<file path="src/rtl/program_loader.sv">
// program_loader: boot-time loader that receives a length-prefixed byte stream,
// assembles 16-bit words, writes them into instruction memory from address 0,
// verifies a trailing XOR checksum and releases the CPU only on success.
module program_loader #(
    parameter int DATA_WIDTH = 16,
    parameter int ADDR_WIDTH = 16,
    parameter int MEM_SIZE   = 1024
) (
    input  logic                  clk,
    input  logic                  rst,
    input  logic                  start,
    input  logic [7:0]            byte_in,
    input  logic                  byte_valid,
    output logic                  byte_ready,
    output logic [ADDR_WIDTH-1:0] mem_addr,
    output logic [DATA_WIDTH-1:0] mem_data,
    output logic                  mem_we,
    output logic                  cpu_hold,
    output logic                  done,
    output logic                  error
);

    typedef enum logic [3:0] {
        S_IDLE,
        S_LEN_HI,
        S_LEN_LO,
        S_DATA_HI,
        S_DATA_LO,
        S_WRITE,
        S_CHECK,
        S_DONE,
        S_ERROR
    } state_t;

    // One extra bit so a 16-bit length can be compared against the depth unambiguously.
    localparam logic [16:0] MaxWords = 17'(MEM_SIZE);

    state_t      state;
    state_t      state_next;
    logic [15:0] word_len;
    logic [15:0] word_cnt;
    logic [7:0]  hi_byte;
    logic [7:0]  run_xor;
    logic        xfer;

    // byte_ready is a registered decode of the state, so this carries no input-to-output path.
    assign xfer = byte_valid & byte_ready;

    // Next-state decision; outputs are registered from this in the sequential block.
    always_comb begin
        state_next = state;
        case (state)
            S_IDLE, S_DONE, S_ERROR: begin
                if (start) state_next = S_LEN_HI;
            end
            S_LEN_HI: begin
                if (xfer) state_next = S_LEN_LO;
            end
            S_LEN_LO: begin
                if (xfer) begin
                    if ({1'b0, word_len[15:8], byte_in} > MaxWords) state_next = S_ERROR;
                    else if ({word_len[15:8], byte_in} == 16'd0)    state_next = S_CHECK;
                    else                                            state_next = S_DATA_HI;
                end
            end
            S_DATA_HI: begin
                if (xfer) state_next = S_DATA_LO;
            end
            S_DATA_LO: begin
                if (xfer) state_next = S_WRITE;
            end
            S_WRITE: begin
                if (word_cnt + 16'd1 == word_len) state_next = S_CHECK;
                else                              state_next = S_DATA_HI;
            end
            S_CHECK: begin
                if (xfer) state_next = (byte_in == run_xor) ? S_DONE : S_ERROR;
            end
            default: state_next = S_IDLE;
        endcase
    end

    // State register, registered Moore outputs and the datapath (length, counters, checksum, write data).
    always_ff @(posedge clk or negedge rst) begin
        if (!rst) begin
            state      <= S_IDLE;
            byte_ready <= 1'b0;
            mem_addr   <= '0;
            mem_data   <= '0;
            mem_we     <= 1'b0;
            cpu_hold   <= 1'b1;
            done       <= 1'b0;
            error      <= 1'b0;
            word_len   <= '0;
            word_cnt   <= '0;
            hi_byte    <= '0;
            run_xor    <= '0;
        end else begin
            state      <= state_next;
            byte_ready <= state_next inside {S_LEN_HI, S_LEN_LO, S_DATA_HI, S_DATA_LO, S_CHECK};
            mem_we     <= (state_next == S_WRITE);
            done       <= (state_next == S_DONE);
            error      <= (state_next == S_ERROR);
            cpu_hold   <= (state_next != S_DONE);

            case (state)
                S_IDLE, S_DONE, S_ERROR: begin
                    if (start) begin
                        mem_addr <= '0;
                        word_cnt <= '0;
                        run_xor  <= '0;
                    end
                end
                S_LEN_HI: begin
                    if (xfer) begin
                        word_len[15:8] <= byte_in;
                        run_xor        <= run_xor ^ byte_in;
                    end
                end
                S_LEN_LO: begin
                    if (xfer) begin
                        word_len[7:0] <= byte_in;
                        run_xor       <= run_xor ^ byte_in;
                    end
                end
                S_DATA_HI: begin
                    if (xfer) begin
                        hi_byte <= byte_in;
                        run_xor <= run_xor ^ byte_in;
                    end
                end
                S_DATA_LO: begin
                    if (xfer) begin
                        mem_data <= {hi_byte, byte_in};
                        run_xor  <= run_xor ^ byte_in;
                    end
                end
                S_WRITE: begin
                    mem_addr <= mem_addr + ADDR_WIDTH'(1);
                    word_cnt <= word_cnt + 16'd1;
                end
                default: ;
            endcase
        end
    end

endmodule

</file>
<file path="config.mk">
export PLATFORM = sky130hd
export DESIGN_NAME = program_loader
export DESIGN_NICKNAME = d
export VERILOG_FILES = /design/src/rtl/program_loader.sv
export SDC_FILE = /design/constraint.sdc
export NUM_CORES = 1
export LEC_CHECK = 0
export CORE_MARGIN = 2
export CORE_UTILIZATION = 51
export DETAILED_ROUTE_END_ITERATION = 8
export PLACE_DENSITY_LB_ADDON = 0.1
export SETUP_SLACK_MARGIN = 0.05
export SYNTH_ARGS = -nofsm -noshare
export SYNTH_HDL_FRONTEND = slang
export SYNTH_SLANG_ARGS = --single-unit
</file>
<file path="constraint.sdc">
create_clock -name clk -period 2.2 [get_ports clk]
set_input_delay 0.66 -clock clk [delete_from_list [all_inputs] [get_ports clk]]
set_output_delay 0.66 -clock clk [all_outputs]
set_load 0.02 [all_outputs]
</file>
==> results of run 1 <==
[sequential cells by signal, summed over array words and instances (netlist names), 4 cells and up]
signal and count:
mem_addr 16, mem_data 16, word_len 16, hi_byte 8, word_cnt 16, state 4, run_xor 8
[worst max-delay path: stages (launching register included)]
cell	delay, ns
dfrtp_1	0.41
ha_4	0.19
buf_6	0.11
nand3_4	0.06
nor4_4	0.26
buf_4	0.16
xnor2_2	0.10
o211ai_1	0.16
a2111oi_4	0.35
buf_4	0.18
o21ai_2	0.05
[synthesized netlist by cell type, types with 4 or more instances]
cell type / instances
inv_1: 9
a31oi_1: 4
o31ai_1: 5
dfrtp_1: 88
nand2_1: 58
a21oi_1: 7
xor2_1: 21
nor2_1: 43
nand4_1: 6
nor2b_1: 5
and2_1: 8
and3_1: 9
mux2_2: 32
clkbuf_1: 22
nor3_1: 8
buf_2: 10
nor4_1: 7
mux2i_1: 5
xnor2_1: 8
nand2b_1: 8
o211ai_1: 5
nand3_1: 23
o21ai_0: 57
[area by class of cell]
type,instances,area share (%)
clock buffers,9,2.02
clock inverters,6,1.10
inverters,10,0.612
multi-input cells,362,39.8
flip-flops and latches,89,36.4
well taps,111,2.27
repair buffers,121,17.7
[routing by layer]
layer / share of wire, % / global-route usage [%] / up-vias
met3: 3.0 / 4.11 / 13
met1: 45 / 32.2 / 2003
li1: - / - / 1939
met4: 1.4 / 7.06 / 0
met5: 0 / 0 / -
met2: 51 / 42.2 / 77
[what timing repair did]
item / CTS / global route
resized for setup: 21 / 33
setup buffers: 2 / 6
endpoints found under the setup margin: 8 / 11
pin swaps: 4 / 11
[power by group through the flow]
stage | Combinational (mW) | Clock [mW] | Sequential, mW
after CTS | 2.70 | 1.15 | 2.49
after global placement | 2.56 | 0 | 2.49
after floorplan | 1.53 | 0 | 2.55
after global routing | 2.99 | 1.21 | 2.56
after detailed placement | 2.63 | 0 | 2.51
final | 2.76 | 1.13 | 2.50
[placed cells by master, fill, tap and decap left out, types with 9 or more instances in the layout]
cell,n
o21ai_0,55
xor2_1,21
nand2_1,58
and3_1,9
mux2_2,32
nand3_1,20
inv_1,9
clkbuf_8,9
buf_4,66
clkdlybuf4s50_1,35
nor2_1,39
dfrtp_1,83
[how the worst max path moves through the flow]
stage	startpoint	endpoint	slack, ns	depth (start not counted)
finish	word_cnt[1]	state[0]	0.05	10
global route	word_cnt[1]	state[0]	-0.04	10
CTS	byte_in[7]	done	0.02	8
detailed placement	byte_in[2]	byte_ready	-0.55	6
global placement	byte_in[2]	done	-0.47	7
floorplan	byte_in[4]	byte_ready	0.05	6
[kinds of logic after synthesis]
logic type | count (synthesis) | synth area share, %
compound gates | 104 | 13.8
buf+inv | 43 | 3.78
fa+ha+maj | 2 | 0.533
flops | 89 | 47.4
simple gates | 190 | 20.3
mux | 37 | 8.74
xor+xnor | 29 | 5.41
[per-stage QoR]
step | utilization [%] | power, mW | worst slack [ns] | area, sq um | setup TNS [ns]
after floorplan | - | 4.08 | 0.0523 | 4720 | 0
after global placement | 63.1 | 5.06 | -0.473 | 5750 | -8.15
after detailed placement | 63.1 | 5.14 | -0.545 | 5750 | -9.41
after CTS | 66.0 | 6.34 | 0.0244 | 6010 | 0
after global routing | 67.3 | 6.77 | -0.0421 | 6130 | -0.0656
final | 67.3 | 6.38 | 0.0494 | 6130 | 0
==> results.sh, run 1 <==
export IMPL_rsz0062_at_grt="yes"
export IMPL_synth_cell_area_sq_um=4700
export IMPL_reg2reg_from="word_cnt[1]"
export IMPL_seq_area_frac_synth_pct=47.4
export IMPL_wl_per_cell_um=16.7
export IMPL_gr_total_overflow=0
export IMPL_p_per_area_nw_per_um2=1040
export IMPL_hold_path_class="in2async"
export IMPL_coreArea_sq_um=9110
export IMPL_grt_max_degree=41
export IMPL_synth_top_cell_by_area="dfrtp_1"
export IMPL_postCtsHoldBufs=0
export IMPL_ys_top_cells_by_area="dfrtp_1, mux2_2, o21ai_0"
export IMPL_drc_errors=0
export IMPL_drt_initial_drc_count=131
export IMPL_finalClockSkew_ns=0.0101
export IMPL_slew_violations=0
export IMPL_dieHeight_um=100
export IMPL_syn_to_final_growth_pct=30.5
export IMPL_fmax_ghz=0.465
export IMPL_layout_cells_non_filler=708
export IMPL_io_pins=49
export IMPL_tightest_slew_ns=0.518
export IMPL_rows=35
export IMPL_crit_arrival_ns=2.38
export IMPL_p_sw_share_pct=38.2
export IMPL_cts_made_buffers=9
export IMPL_gr_usage_all_layers_pct=24.5
export IMPL_cts_max_level=3
export IMPL_clock_latency_ns=0.35
export IMPL_synth_nets=508
export IMPL_synthFlopType="dfrtp_1"
export IMPL_gp_congestion=0.898
export IMPL_start_kind="flop"
export IMPL_cts_tree="built"
export IMPL_internal_power_mw=3.95
export IMPL_yosys_cell_types_count=63
export IMPL_seqPwrFrac_pct=39.1
export IMPL_nNetsFinal=607
export IMPL_dp_hpwl_um=8490
export IMPL_setup_viol=0
export IMPL_antenna_found_initial=0
export IMPL_clock_root_buffer="clkbuf_8"
export IMPL_regToRegEndpoint="state[0]"
export IMPL_power_share_clock_pct=17.7
export IMPL_port_buffers=48
export IMPL_r2r_slack_ns=0.05
export IMPL_clk_pin_slew_worst_paths_ns=0.09
export IMPL_combPwrFrac_pct=43.2
export IMPL_vias=4032
export IMPL_synth_top_area_share_pct=46.9
export IMPL_die_area_sq_um=10000
export IMPL_critPathMaxFanout=6
export IMPL_switchingPower_mw=2.43
export IMPL_synth_edf_count=0
export IMPL_multi_input_area_sq_um=2440
export IMPL_crit_type="reg2reg"
export IMPL_required_ns=2.43
export IMPL_fillCellCount=742
export IMPL_first_pass_iters=4
export IMPL_finalWirelength_um=11800
export IMPL_leakagePower_nw=2.80
export IMPL_status="complete, no violations"
export IMPL_die_x_um=100
export IMPL_endpoint_kind="flop"
export IMPL_vias_per_cell=5.69
export IMPL_regArea_sq_um=2230
export IMPL_drv_cap=0
export IMPL_clock_sinks=89
export IMPL_drive_gt1_share_pct=27.1
export IMPL_diodes=0
export IMPL_avgSynthCellArea_sq_um=9.51
export IMPL_ys_warn_count=0
export IMPL_grt_pass1_vias=3872
export IMPL_slew_headroom_pct=65.4
export IMPL_hold_viol_final=0
export IMPL_rr_worst_depth=10
export IMPL_period_minus_slack_ns=2.15
export IMPL_start_util_pct=51.6
export IMPL_dp_cells=685
export IMPL_grt_pass1_wl_um=19400
export IMPL_ant_nets=0
export IMPL_synth_seq_cells=89
export IMPL_synthArstFlopShare_pct=100
export IMPL_postSynthCellCount=494
export IMPL_period_share_pct=97.8
export IMPL_peakVddDrop_uv=726
export IMPL_whs_ns=0.269
export IMPL_clock_path_buffers=2
Power figures use the tool's default switching activity.
==> run 2, diff against run 1 <==
--- a/config.mk
+++ b/config.mk
@@ -5,9 +5,12 @@
 export SDC_FILE = /design/constraint.sdc
 export NUM_CORES = 1
 export LEC_CHECK = 0
+export CELL_PAD_IN_SITES_DETAIL_PLACEMENT = 1
+export CELL_PAD_IN_SITES_GLOBAL_PLACEMENT = 1
 export CORE_MARGIN = 2
-export CORE_UTILIZATION = 51
+export CORE_UTILIZATION = 47
 export DETAILED_ROUTE_END_ITERATION = 8
+export MAX_ROUTING_LAYER = met4
 export PLACE_DENSITY_LB_ADDON = 0.1
 export SETUP_SLACK_MARGIN = 0.05
 export SYNTH_ARGS = -nofsm -noshare
==> constraint.sdc (replaced) <==
create_clock -name clk -period 2.72 [get_ports clk]
set_input_delay 0.816 -clock clk [delete_from_list [all_inputs] [get_ports clk]]
set_output_delay 0.816 -clock clk [all_outputs]
set_load 0.02 [all_outputs]
==> run 2 against run 1 <==
Against the previous run:
- critical path depth decreased by 3
- flip-flop and latch count did not move
- utilization decreased by 8.6 points
- sequential power down 17%
- hold slack gained 0.13 ns
- final cell count fell by 2.4%
- combinational power fell by 29%
- worst setup slack better by 0.11 ns
- first-iteration DRC count fell by 6.1%
==> results.sh, run 2 (same netlist as run 1, synthesis figures left out) <==
export IMPL_status="complete, no violations"
export IMPL_period_share_pct=94.1
export IMPL_leakagePower_nw=2.52
export IMPL_grt_pass1_wl_um=21700
export IMPL_tightest_slew_ns=0.800
export IMPL_dieHeight_um=104
export IMPL_io_pins=49
export IMPL_rows=36
export IMPL_final_common_cell="dfrtp_1"
export IMPL_port_buffers=48
export IMPL_period_minus_slack_ns=2.56
export IMPL_crit_type="in2reg"
export IMPL_cts_made_buffers=9
export IMPL_final_cell_mix="dfrtp_1, nand2_1, o21ai_0"
export IMPL_wl_per_cell_um=18.8
export IMPL_required_ns=3.02
export IMPL_finalWirelength_um=13000
export IMPL_critPathLaunch="byte_in[2]"
export IMPL_crit_arrival_ns=2.86
export IMPL_gr_total_overflow=0
export IMPL_slowest_delay_ns=0.48
export IMPL_whs_ns=0.396
export IMPL_gr_usage_all_layers_pct=25.9
export IMPL_grt_max_degree=36
export IMPL_drt_initial_drc_count=123
export IMPL_rsz0062_at_grt="no"
export IMPL_crit_slowest_cell="clkdlybuf4s50_1"
export IMPL_clock_path_buffers=2
export IMPL_coreArea_sq_um=9730
export IMPL_p_per_area_nw_per_um2=896
export IMPL_clock_latency_ns=0.37
export IMPL_slew_headroom_pct=46.7
export IMPL_drive_gt1_share_pct=17.0
export IMPL_first_pass_iters=4
export IMPL_drc_errors=0
export IMPL_die_area_sq_um=10800
export IMPL_clk_pin_slew_worst_paths_ns=0.09
export IMPL_cts_max_level=3
export IMPL_diodes=0
export IMPL_hold_viol_final=0
export IMPL_cts_tree="built"
export IMPL_start_kind="input port"
export IMPL_start_util_pct=48.3
export IMPL_cts_setup_buffers=0
export IMPL_grt_pass1_vias=4221
export IMPL_nNetsFinal=567
export IMPL_endpoint_kind="flop"
export IMPL_syn_to_final_growth_pct=21.7
export IMPL_fillCellCount=1153
export IMPL_dp_cells=675
export IMPL_ant_nets=0
export IMPL_gp_congestion=0.900
export IMPL_vias=3979
export IMPL_clock_root_buffer="clkbuf_8"
export IMPL_antenna_found_initial=0
export IMPL_drv_cap=0
export IMPL_critPathMaxFanout=4
export IMPL_die_x_um=104
export IMPL_slew_violations=0
export IMPL_postCtsHoldBufs=0
export IMPL_post_route_util_pct=58.7
export IMPL_setup_viol=0
export IMPL_dp_hpwl_um=9090
export IMPL_hold_path_class="in2async"
export IMPL_finalClockSkew_ns=0.0141
export IMPL_reg2reg_from="word_cnt[0]"
export IMPL_vias_per_cell=5.76
export IMPL_crit_chain="clkdlybuf4s50_1, nor4_4, nand4_1, o41a_1, o32a_1, nor2_1, and2_1"
export IMPL_peakVddDrop_uv=460
export IMPL_path_buf_inv=1
export IMPL_layout_cells_non_filler=691
export IMPL_critPathTopFamily="compound AO/OA/AOI/OAI gates"
export IMPL_clock_sinks=89
export IMPL_fmax_ghz=0.391
run 2: cell types whose count changed in the layout (fill, tap and decap cells not counted), moves of 4 or more:
| cell | before | now |
|---|---|---|
| buf_12 | 5 | 1 |
| buf_4 | 66 | 33 |
| clkbuf_2 | 5 | 0 |
| clkdlybuf4s50_1 | 35 | 47 |
| dfrtp_1 | 83 | 88 |
| dfrtp_2 | 5 | 0 |
| dlymetal6s2s_1 | 6 | 0 |
| nor4_1 | 2 | 7 |
| nor4_2 | 4 | 0 |
run 2: metal layers:
| metal | wire length [um] | share of wire (%) | global-route usage [%] | up-vias |
|---|---|---|---|---|
| li1 | - | - | - | 1849 |
| met4 | 224 | 1.7 | 8.98 | 0 |
| met3 | 383 | 2.9 | 3.57 | 19 |
| met2 | 6860 | 53 | 44.2 | 71 |
| met1 | 5530 | 43 | 31.6 | 2040 |
| met5 | 0 | 0 | - | - |
run 2: where the power goes:
group	internal, mW	switching [mW]
registers	1.69	0.394
clock network	0.593	0.494
logic	0.894	1.06
total	3.18	1.95
run 2: area by class of cell:
class	count	area [sq um]	share of cell area, %
multi-input cells	362	2310	40.3
flip-flops and latches	89	2230	39.0
repair buffers	81	738	12.9
well taps	133	166	2.91
clock buffers	12	165	2.89
clock inverters	4	73.8	1.29
inverters	10	37.5	0.657
run 2: timing repair:
item                                    4_1_cts  5_1_grt
endpoints found under the setup margin        1        3
pin swaps                                     0        1
resized for setup                             1        2
run 2: per-stage QoR:
stage                     cell area, sq um  setup TNS, ns  power, mW  setup slack, ns
after floorplan                       4700              0       3.29            0.268
after detailed placement              5460         -0.909       4.03           -0.247
after CTS                             5700              0       5.13            0.128
final                                 5720              0       5.12            0.161
after global placement                5460         -0.575       3.92           -0.173
after global routing                  5720              0       5.44           0.0503
run 2: final timing paths:
kind | end | slack, ns | cells after the start
max | done | 0.16 | 7
min | mem_addr[14] | 0.40 | 1
max reg2reg | state[0] | 0.23 | 8
min reg2reg | mem_data[9] | 0.48 | 2
max in group asynchronous | run_xor[2] | 1.71 | 2
min in group clk | mem_data[9] | 0.48 | 2
